--- src/rtl/div_clk_monitor.sv ---
// Run-length checker for a divided clock sampled in its source domain.
// Tracks lock on consecutive in-tolerance high/low runs and flags loss of lock.
module div_clk_monitor #(
  parameter int EXP_HALF = 5,
  parameter int TOL      = 0,
  parameter int LOCK_CNT = 4,
  parameter int CNT_W    = 8
) (
  input  logic             CLK_IN,
  input  logic             RST_N,
  input  logic             EN,
  input  logic             DIV_IN,
  output logic [CNT_W-1:0] HALF_LEN,
  output logic             HALF_VALID,
  output logic             LOCKED,
  output logic             ERR,
  output logic [7:0]       ERR_CNT,
  output logic [15:0]      PERIOD_CNT
);

  localparam int GW = $clog2(LOCK_CNT + 1);
  localparam int unsigned LO =
    (EXP_HALF > TOL) ? EXP_HALF - TOL : 0;
  localparam int unsigned HI = EXP_HALF + TOL;
  localparam int unsigned TMO = HI + 1;

  typedef enum logic [1:0] {
    S_IDLE,
    S_SYNC,
    S_MEAS,
    S_LOCK
  } state_t;

  state_t          state_q, state_d;
  logic            d1, d2;
  logic            edg, rise;
  logic [CNT_W-1:0] run_cnt;
  logic [31:0]     run_ext;
  logic [GW-1:0]   good_q, good_d;
  logic            good, tmo;
  logic            hv_d, err_d;
  logic            pcnt_inc, ecnt_inc;

  assign edg     = d1 ^ d2;
  assign rise    = d1 & ~d2;
  assign run_ext = 32'(run_cnt);
  assign good    = (run_ext >= LO) && (run_ext <= HI);
  assign tmo     = !edg && (run_ext == TMO);
  assign LOCKED  = (state_q == S_LOCK);

  always_ff @(posedge CLK_IN or negedge RST_N) begin
    if (!RST_N) begin
      d1 <= 1'b0;
      d2 <= 1'b0;
    end else begin
      d1 <= DIV_IN;
      d2 <= d1;
    end
  end

  // Counter freezes in IDLE; saturation keeps timeout to one shot per run
  always_ff @(posedge CLK_IN or negedge RST_N) begin
    if (!RST_N) begin
      run_cnt <= '0;
    end else if (state_q != S_IDLE) begin
      if (edg)
        run_cnt <= CNT_W'(1);
      else if (run_cnt != '1)
        run_cnt <= run_cnt + 1'b1;
    end
  end

  always_comb begin
    state_d  = state_q;
    good_d   = good_q;
    hv_d     = 1'b0;
    err_d    = 1'b0;
    pcnt_inc = 1'b0;
    ecnt_inc = 1'b0;
    unique case (state_q)
      S_IDLE: begin
        if (EN) state_d = S_SYNC;
      end
      S_SYNC: begin
        if (edg) begin
          state_d = S_MEAS;
          good_d  = '0;
        end
      end
      S_MEAS: begin
        if (edg) begin
          hv_d = 1'b1;
          if (good) begin
            good_d = good_q + 1'b1;
            if (good_q == GW'(LOCK_CNT - 1))
              state_d = S_LOCK;
          end else begin
            good_d = '0;
          end
        end else if (tmo) begin
          good_d = '0;
        end
      end
      S_LOCK: begin
        if (edg) begin
          hv_d = 1'b1;
          if (good) begin
            pcnt_inc = rise;
          end else begin
            err_d    = 1'b1;
            ecnt_inc = 1'b1;
            state_d  = S_MEAS;
            good_d   = '0;
          end
        end else if (tmo) begin
          err_d    = 1'b1;
          ecnt_inc = 1'b1;
          state_d  = S_SYNC;
        end
      end
      default: state_d = S_IDLE;
    endcase
    // Disable overrides everything but the run report
    if (!EN) begin
      state_d  = S_IDLE;
      good_d   = '0;
      err_d    = 1'b0;
      pcnt_inc = 1'b0;
      ecnt_inc = 1'b0;
    end
  end

  always_ff @(posedge CLK_IN or negedge RST_N) begin
    if (!RST_N) begin
      state_q    <= S_IDLE;
      good_q     <= '0;
      HALF_VALID <= 1'b0;
      ERR        <= 1'b0;
      HALF_LEN   <= '0;
      ERR_CNT    <= '0;
      PERIOD_CNT <= '0;
    end else begin
      state_q    <= state_d;
      good_q     <= good_d;
      HALF_VALID <= hv_d;
      ERR        <= err_d;
      if (hv_d)
        HALF_LEN <= run_cnt;
      if (ecnt_inc && (ERR_CNT != 8'hFF))
        ERR_CNT <= ERR_CNT + 1'b1;
      if (pcnt_inc)
        PERIOD_CNT <= PERIOD_CNT + 1'b1;
    end
  end

endmodule
--- config.mk ---
export PLATFORM = sky130hd
export DESIGN_NAME = div_clk_monitor
export DESIGN_NICKNAME = d
export VERILOG_FILES = /design/src/rtl/div_clk_monitor.sv
export SDC_FILE = /design/constraint.sdc
export NUM_CORES = 1
export LEC_CHECK = 0
export BUFFER_PORTS_ARGS = -buffer_cell sky130_fd_sc_hd__buf_2
export CORE_ASPECT_RATIO = 0.6
export CORE_MARGIN = 8
export CORE_UTILIZATION = 38
export CTS_CLUSTER_SIZE = 30
export DETAILED_ROUTE_END_ITERATION = 10
export PLACE_DENSITY = 0.65
export SLEW_MARGIN = 25
export SYNTH_ARGS = -nofsm -noshare
export SYNTH_HDL_FRONTEND = slang
export SYNTH_SLANG_ARGS = --single-unit
--- constraint.sdc ---
create_clock -name CLK_IN -period 2 [get_ports CLK_IN]
set_input_delay 0 -clock CLK_IN [delete_from_list [all_inputs] [get_ports CLK_IN]]
set_output_delay 0 -clock CLK_IN [all_outputs]
set_load 0.005 [all_outputs]
[After elaboration in Yosys (flattened, before gate mapping)]
Index checks and enable logic that the tools add are counted.
Word-level totals
  flip-flop bits (word level): 49
  word-level logic and storage cells: 77
Operators by class
  $add $sub $neg: 4
  order comparisons: 2
  eq/ne operators: 17
  multiplexer cells: 30
  bitwise operators: 3
  reduce and logical (&&, ||, !) cells: 11
Operators with widths (number)
  two-way mux 3 bit: 7
  adder 16 x 1 -> 16 bit, second input constant: 1
  adder 8 x 1 -> 8 bit, second input constant: 2
  two-way mux 2 bit: 8
  two-way mux 8 bit: 2
  inequality test 8 bit, second input constant: 2
  inequality test 3 bit, second input constant: 5
  two-way mux 1 bit: 11
  case mux 3 bit (3 select lines): 1
  equality test 8 x 3 -> 1 bit, second input constant: 1
  greater-or-equal comparator 8 x 3 -> 1 bit, second input constant: 1
  <= comparator 8 x 3 -> 1 bit, second input constant: 1
  inequality test 4 bit, second input constant: 2
  case mux 2 bit (4 select lines): 1
  AND reduction 6 bit: 1
  AND reduction 5 bit: 1
  equality test 2 bit, second input constant: 2
  inequality test 4 x 1 -> 1 bit, second input constant: 1
  inequality test 4 x 2 -> 1 bit, second input constant: 1
  nonzero test 2 bit: 2
  adder 3 x 1 -> 3 bit, second input constant: 1
  equality test 3 x 2 -> 1 bit, second input constant: 1
  logical AND 1 bit: 3
  inequality test 3 x 2 -> 1 bit, second input constant: 1
  other kinds (8): 8

[Logic depth before layout (Yosys ltp)]
Gate-level depths: netlist (run 1).
  depth after elaboration: 8
  gate-level depth with buffers: 8
  depth with buffers taken out: 7

[Worst setup path before layout (run 1)]
No wires, ideal clock.
  kind: flip-flop to flip-flop
  from: register run_cnt[1]
  to: register PERIOD_CNT[1]
  setup time: 125 ps
  data arrival time: 1910 ps
  required time: 1875 ps
  slack: -35 ps
  cell stages (with the launch flop): 7
  buffers on the path: 0
  period minus slack after synthesis: 2035 ps
  path through: dfrtp_1 -> inv_1 -> ha_1 -> or3b_2 -> nor3_1 -> and3_1 -> mux2_2
Between the ends
  longest elaborated chain between the ends: 6
  elaborated cells between the ends (all ways): 7
Ends and longest elaborated chain
  start: declaration: line 37  | logic [CNT_W-1:0] run_cnt;
  start signal: assignment: line 69  | run_cnt <= run_cnt + 1'b1;
  greater-or-equal comparator 8 x 3 -> 1 bit / <= comparator 8 x 3 -> 1 bit (equally long branches): line 47  | assign good = (run_ext >= LO) && (run_ext <= HI);
  logical AND 1 bit (*): line 47
  two-way mux 1 bit (*): line 107  | if (good) begin
  two-way mux 1 bit (*): line 105  | if (edg) begin
  two-way mux 1 bit (*): line 80  | unique case (state_q)
  two-way mux 1 bit (*): line 124  | if (!EN) begin
  end signal: assignment: line 152  | PERIOD_CNT <= PERIOD_CNT + 1'b1;
  end: declaration: line 18  | output logic [15:0] PERIOD_CNT
Mark *: on every way between the ends. The rest lies on a longest branch, timed or not.
A chain may end at the register's enable or synchronous reset.

[Worst setup path after layout (run 1)]
  from: register run_cnt[7]
  to: register PERIOD_CNT[1]
The elaborated chain is that of the path after synthesis.

==> flow_metrics.py, run 1 <==
metrics = {
    "clock_network": {
        "cts_tree": "built",
        "htreeDepth": 2,
        "clockBufferDepth": 2,
        "clkTransAtPathRegs_ps": 90,
        "cts_sinks": 49,
        "root_buffer": "clkbuf_8",
        "cts_made_buffers": 5,
        "insertion_delay_ps": 300,
    },
    "critical_path": {
        "path_delay_family": "simple AND/OR/NAND/NOR gates",
        "endpoint_kind": "register",
        "crit_chain": "or4b_4 > nor3_2 > and3_1 > mux2_2",
        "r2r-start": "run_cnt[7]",
        "path_max_fanout": 5,
        "crit_buf_inv": 0,
        "critPathMaxStageDelay_ps": 570,
        "critical_path_class": "register to register",
        "r2r_setup_slack_ps": -10,
        "startpoint_type": "register",
        "arrival_ps": 2210,
        "slowest_stage": "or4b_4",
        "critPathRequiredTime_ps": 2200,
        "reg2reg_to": "PERIOD_CNT[1]",
        "r2r_cells": 4,
    },
    "floorplan": {
        "start_util": 0.395,
        "die_y_um": 78.1,
        "fp.coreArea_sq_mm": 0.00617,
        "io_pins": 39,
        "die-area_sq_mm": 0.00932,
        "row_count": 22,
        "die_x_um": 119,
    },
    "synthesis": {
        "avgSynthCellArea_sq_um": 10.2,
        "synth_simple_gate_area_frac": 0.214,
        "synth_enable_flop_cells": 0,
        "synthMuxAreaShare": 0.0272,
        "ys_ff_latch": 49,
        "synth_nets": 256,
        "synth_cell_types": 42,
        "synth_xor_area_frac": 0.0718,
        "synthAdderAreaFrac": 0.0667,
        "syn_inst": 239,
        "yosysWarnings": 0,
        "syn_area_sq_mm": 0.00244,
        "yosysSeqAreaShare": 0.503,
        "async_flop_share": 1.00,
        "synth-compound-area-share": 0.0841,
        "synth_top_family_by_area": "simple AND/OR/NAND/NOR gates",
        "ys.flop_type": "dfrtp_1",
    },
    "finish": {
        "n_antenna_cell": 0,
        "mostFrequentLayoutCells": "dfrtp_1, buf_2, nand2_1",
        "final_common_cell": "dfrtp_1",
        "nNetsFinal": 328,
        "area_delta_synth_final_pct": 30.5,
        "drive_gt1_frac": 0.314,
    },
    "global_route": {
        "gr-total-overflow": 0,
        "grtUsageTotal": 0.119,
        "antenna_found_initial": 0,
        "grt_start_max_net_pins": 27,
        "grt_pass1_wl_mm": 9.16,
        "grt_pass1_vias": 1879,
    },
    "sta": {
        "finalCritPeriodShare": 1.01,
        "worst_pin_slew_ps": 618,
        "max_freq_ghz": 0.497,
        "finalHoldViolations": 0,
        "setup_slack_ps": -13.4,
        "slew-limit-headroom": 0.588,
        "setup_viol": 1,
        "skew_ps": 6.40,
        "finalMaxSlewViolations": 0,
        "whs_ps": 233,
        "finalCriticalPeriod_ps": 2010,
        "rsz0062_at_grt": "yes",
    },
    "power": {
        "power.leakage_nw": 1.66,
        "ir_worst_vdd_v": 0.000455,
        "power.density_mw_per_mm2": 930,
        "p_total_mw": 2.96,
    },
    "route": {
        "drt_iter0_markers": 119,
        "drc": 0,
        "ant_nets": 0,
        "vias": 1961,
        "routed_wl_mm": 5.45,
        "dr.pass1.iters": 4,
        "wl_per_cell_um": 13.8,
        "vias_per_cell": 4.95,
    },
    "run_status": {
        "violations": "setup timing",
        "status": "complete, but fails checks",
    },
    "placed_design": {
        "gp_congestion": 0.771,
        "dp_hpwl_mm": 4.11,
        "port_buffers": 38,
    },
    "run": {
        "maxCapViolCount": 0,
    },
    "worst_hold_path": {
        "hold_path.class": "input port to asynchronous set/reset pin",
    },
}
[worst max path at each step]
stage	endpoint	cells after the start	start	slack, ps
after floorplan	state_q[1]	6	run_cnt[1]	-7
after global placement	PERIOD_CNT[15]	7	run_cnt[1]	-60
after detailed placement	PERIOD_CNT[11]	7	run_cnt[1]	-110
after CTS	PERIOD_CNT[13]	7	run_cnt[1]	-20
after global routing	PERIOD_CNT[15]	7	run_cnt[1]	-100
final	PERIOD_CNT[1]	4	run_cnt[7]	-10
[report_power, final]
group | switching, mW | total (mW) | internal [mW]
sequential | 0.107 | 1.22 | 1.11
combinational | 0.468 | 0.899 | 0.431
clock | 0.343 | 0.840 | 0.497
total | 0.919 | 2.96 | 2.04
[metal layers]
| layer | GRT usage | vias to the layer above | share of wire |
|---|---|---|---|
| met5 | 0 | - | 0 |
| met4 | 0.0446 | 0 | 0.011 |
| met3 | 0.0286 | 6 | 0.044 |
| met2 | 0.174 | 37 | 0.42 |
| met1 | 0.169 | 948 | 0.52 |
| li1 | - | 970 | - |
[state kept, by name, indices dropped and copies added (netlist names)]
signal / count
HALF_LEN: 8
ERR: 1
HALF_VALID: 1
state_q: 2
ERR_CNT: 8
d1: 1
PERIOD_CNT: 16
run_cnt: 8
d2: 1
good_q: 3
[through the flow]
stage / TNS, ps / util / setup slack [ps] / instance area [sq um] / instances
global route: -1010 / 0.516 / -95.9 / 3180 / 396
finish: -13.4 / 0.516 / -13.4 / 3180 / 396
floorplan: -6.76 / - / -6.76 / 2440 / 239
detailed placement: -805 / 0.475 / -111 / 2930 / 381
CTS: -50.6 / 0.511 / -24.2 / 3150 / 395
global placement: -329 / 0.475 / -59.1 / 2930 / 381
[Yosys cell counts (all sizes together) (2+ instances only)]
cell type | instances | area share
a21oi | 8 | 0.016
a31oi | 5 | 0.013
and2 | 2 | 0.0051
and3 | 8 | 0.021
buf | 2 | 0.0036
clkbuf | 3 | 0.0046
dfrtp | 49 | 0.50
ha | 13 | 0.067
inv | 16 | 0.025
mux2 | 5 | 0.023
nand2 | 31 | 0.048
nand3 | 11 | 0.023
nand4 | 7 | 0.018
nor2 | 9 | 0.014
nor2b | 2 | 0.0051
nor3 | 9 | 0.023
nor3b | 5 | 0.015
o21ai | 13 | 0.027
or3 | 3 | 0.0097
or3b | 2 | 0.0072
xnor2 | 11 | 0.040
xor2 | 9 | 0.032
[kinds of logic (layout without fill, tap and decap cells)]
family / Yosys count / count (layout)
xor+xnor: 20 / 20
buf+inv: 21 / 94
simple gates: 96 / 96
flops: 49 / 49
mux: 6 / 6
compound gates: 34 / 34
fa+ha+maj: 13 / 13
[cell type report]
| cell class | count | area [sq um] |
|---|---|---|
| multi-input combinational | 169 | 1190 |
| sequential | 49 | 1230 |
| timing repair buffer | 70 | 463 |
| fill | 577 | 2980 |
| tap | 84 | 105 |
| inverter | 16 | 60.1 |
| clock buffer | 5 | 68.8 |
| clock inverter | 3 | 65.1 |
[timing repair]
item,in CTS,in global routing
hold endpoints to repair,27,0
setup buffers,3,1
cloned,0,0
gates resized for setup,9,5
endpoints found under the setup margin,17,24
hold buffers,3,0
pin swaps,7,2
No activity file was read; power rests on OpenSTA's default activity.
==> inputs of run 2 (changes only) <==
--- a/config.mk
+++ b/config.mk
@@ -6,4 +6,5 @@
 export NUM_CORES = 1
 export LEC_CHECK = 0
+export ABC_CLOCK_PERIOD_IN_PS = 2350
 export BUFFER_PORTS_ARGS = -buffer_cell sky130_fd_sc_hd__buf_2
 export CORE_ASPECT_RATIO = 0.6
@@ -12,5 +13,5 @@
 export CTS_CLUSTER_SIZE = 30
 export DETAILED_ROUTE_END_ITERATION = 10
-export PLACE_DENSITY = 0.65
+export PLACE_DENSITY = 0.62
 export SLEW_MARGIN = 25
 export SYNTH_ARGS = -nofsm -noshare
==> constraint.sdc (replaced) <==
create_clock -name CLK_IN -period 2.35 [get_ports CLK_IN]
set_input_delay 0.47 -clock CLK_IN [delete_from_list [all_inputs] [get_ports CLK_IN]]
set_output_delay 0.47 -clock CLK_IN [all_outputs]
set_load 0.005 [all_outputs]
==> run 2 against run 1 <==
  * The run now ends clean
  * Clock power decreased by 42%
  * Global-route usage decreased by 0.66 points
  * Clock skew up 3.7 ps
  * Via count down 5.6%
  * Clock-buffer cell count unchanged
  * Cell count shrank 5.6%
  * Power is 27% lower
  * Critical endpoint is now PERIOD_CNT[11]
==> flow_metrics.py, run 2 (same netlist as run 1, synthesis figures left out) <==
metrics = {
    "worst_hold_path": {
        "hold_path.class": "input port to asynchronous set/reset pin",
    },
    "floorplan": {
        "die_y_um": 78.1,
        "die-area_sq_mm": 0.00932,
        "fp.coreArea_sq_mm": 0.00617,
        "row_count": 22,
        "io_pins": 39,
        "start_util": 0.395,
        "die_x_um": 119,
    },
    "sta": {
        "worst_pin_slew_ps": 618,
        "finalMaxSlewViolations": 0,
        "finalCritPeriodShare": 0.937,
        "fin_setup_tns_ps": 0,
        "slew-limit-headroom": 0.588,
        "rsz0062_at_grt": "no",
        "finalCriticalPeriod_ps": 2200,
        "finalHoldViolations": 0,
        "whs_ps": 251,
        "max_freq_ghz": 0.454,
        "skew_ps": 10.1,
        "setup_viol": 0,
    },
    "global_route": {
        "grt_start_max_net_pins": 50,
        "gr-total-overflow": 0,
        "grt_pass1_vias": 1801,
        "antenna_found_initial": 0,
        "grt_pass1_wl_mm": 8.78,
        "grtUsageTotal": 0.113,
    },
    "critical_path": {
        "path_max_fanout": 5,
        "crit_chain": "inv_1 > ha_1 > or3b_2 > or3_4 > nor3_4 > nand3_1 > xnor2_1",
        "reg2reg_to": "PERIOD_CNT[11]",
        "r2r-start": "run_cnt[1]",
        "critPathMaxStageDelay_ps": 470,
        "crit_buf_inv": 1,
        "r2r_cells": 7,
        "startpoint_type": "register",
        "slowest_stage": "or3b_2",
        "arrival_ps": 2400,
        "r2r_setup_slack_ps": 150,
        "path_delay_family": "simple AND/OR/NAND/NOR gates",
        "critPathRequiredTime_ps": 2550,
        "critical_path_class": "register to register",
        "endpoint_kind": "register",
    },
    "clock_network": {
        "cts_tree": "built",
        "cts-hold-fix-buffers": 0,
        "clockBufferDepth": 2,
        "cts_sinks": 49,
        "clkTransAtPathRegs_ps": 90,
        "postCtsSetupBuffers": 0,
        "insertion_delay_ps": 300,
        "htreeDepth": 2,
        "cts_made_buffers": 5,
        "root_buffer": "clkbuf_8",
    },
    "finish": {
        "mostFrequentLayoutCells": "dfrtp_1, buf_2, nand2_1",
        "nNetsFinal": 306,
        "final_common_cell": "dfrtp_1",
        "area_delta_synth_final_pct": 18.1,
        "utilization": 0.467,
        "n_antenna_cell": 0,
        "drive_gt1_frac": 0.234,
        "largest_reg_flops": 16,
        "top_register": "PERIOD_CNT",
    },
    "route": {
        "drt_iter0_markers": 130,
        "vias": 1851,
        "drc": 0,
        "ant_nets": 0,
        "routed_wl_mm": 5.09,
        "vias_per_cell": 4.95,
        "dr.pass1.iters": 4,
        "wl_per_cell_um": 13.6,
    },
    "power": {
        "ir_worst_vdd_v": 0.000292,
        "power.leakage_nw": 1.51,
        "power.density_mw_per_mm2": 753,
    },
    "placed_design": {
        "gp_congestion": 0.834,
        "port_buffers": 38,
        "dp_hpwl_mm": 3.83,
    },
    "run": {
        "maxCapViolCount": 0,
    },
    "run_status": {
        "status": "completed",
    },
}
[run 2: changes by cell type in the layout (fill, tap and decap cells not counted), moves of 2 or more]
cell / change
buf_12: -2
buf_4: -17
bufinv_16: -2
dlygate4sd3_1: -3
inv_1: +2
inv_2: -2
nor3b_1: +2
nor3b_2: -2
or3b_2: +2
or3b_4: -2
[run 2: how the worst max path moves through the flow]
stage                    start              to  slack [ps]  cells after the start
finish              run_cnt[1]  PERIOD_CNT[11]         150                      7
global route        run_cnt[1]  PERIOD_CNT[15]          10                      7
CTS                 run_cnt[1]   PERIOD_CNT[1]         140                      6
detailed placement  run_cnt[1]   PERIOD_CNT[1]         140                      6
global placement    run_cnt[1]   PERIOD_CNT[1]         190                      6
floorplan           run_cnt[1]   PERIOD_CNT[1]         310                      6
[run 2: where the power goes]
group          switching (mW)  leakage (nW)  internal [mW]
clock                   0.281        0.0439          0.206
combinational           0.355         0.810          0.277
sequential              0.104         0.660          0.947
[run 2: metal layers]
layer | wire length [um] | up-vias | GRT usage
met5 | 0 | - | 0
met4 | 37 | 0 | 0.0335
met3 | 285 | 5 | 0.0329
met2 | 2060 | 41 | 0.159
met1 | 2700 | 872 | 0.163
li1 | - | 933 | -
[run 2: through the flow]
step           instance area (sq um)  cells  power, mW  worst slack (ps)
2_1_floorplan                   2440    239       1.45               315
3_3_place_gp                    2790    366       1.69               189
3_5_place_dp                    2790    366       1.70               143
4_1_cts                         2880    374       2.19               135
5_1_grt                         2880    374       2.34              14.7
6_report                        2880    374       2.17               147
[run 2: layout make-up]
| type | count | area, sq um |
|---|---|---|
| fillers | 612 | 3290 |
| flip-flops and latches | 49 | 1230 |
| multi-input cells | 169 | 1140 |
| repair buffers | 48 | 265 |
| well taps | 84 | 105 |
| clock buffers | 5 | 68.8 |
| inverters | 16 | 60.1 |
| clock inverters | 3 | 17.5 |
[run 2: worst register-to-register path, stage by stage, from the launching register on]
cell and delay (ps):
dfrtp_1 420, inv_1 110, ha_1 160, or3b_2 470, or3_4 380, nor3_4 290, nand3_1 140, xnor2_1 140
[run 2: timing repair]
| action | 4_1_cts | 5_1_grt |
|---|---|---|
| endpoints found under the hold margin | 0 | 0 |
| setup endpoints to repair | 0 | 3 |
| resized for setup | 0 | 1 |
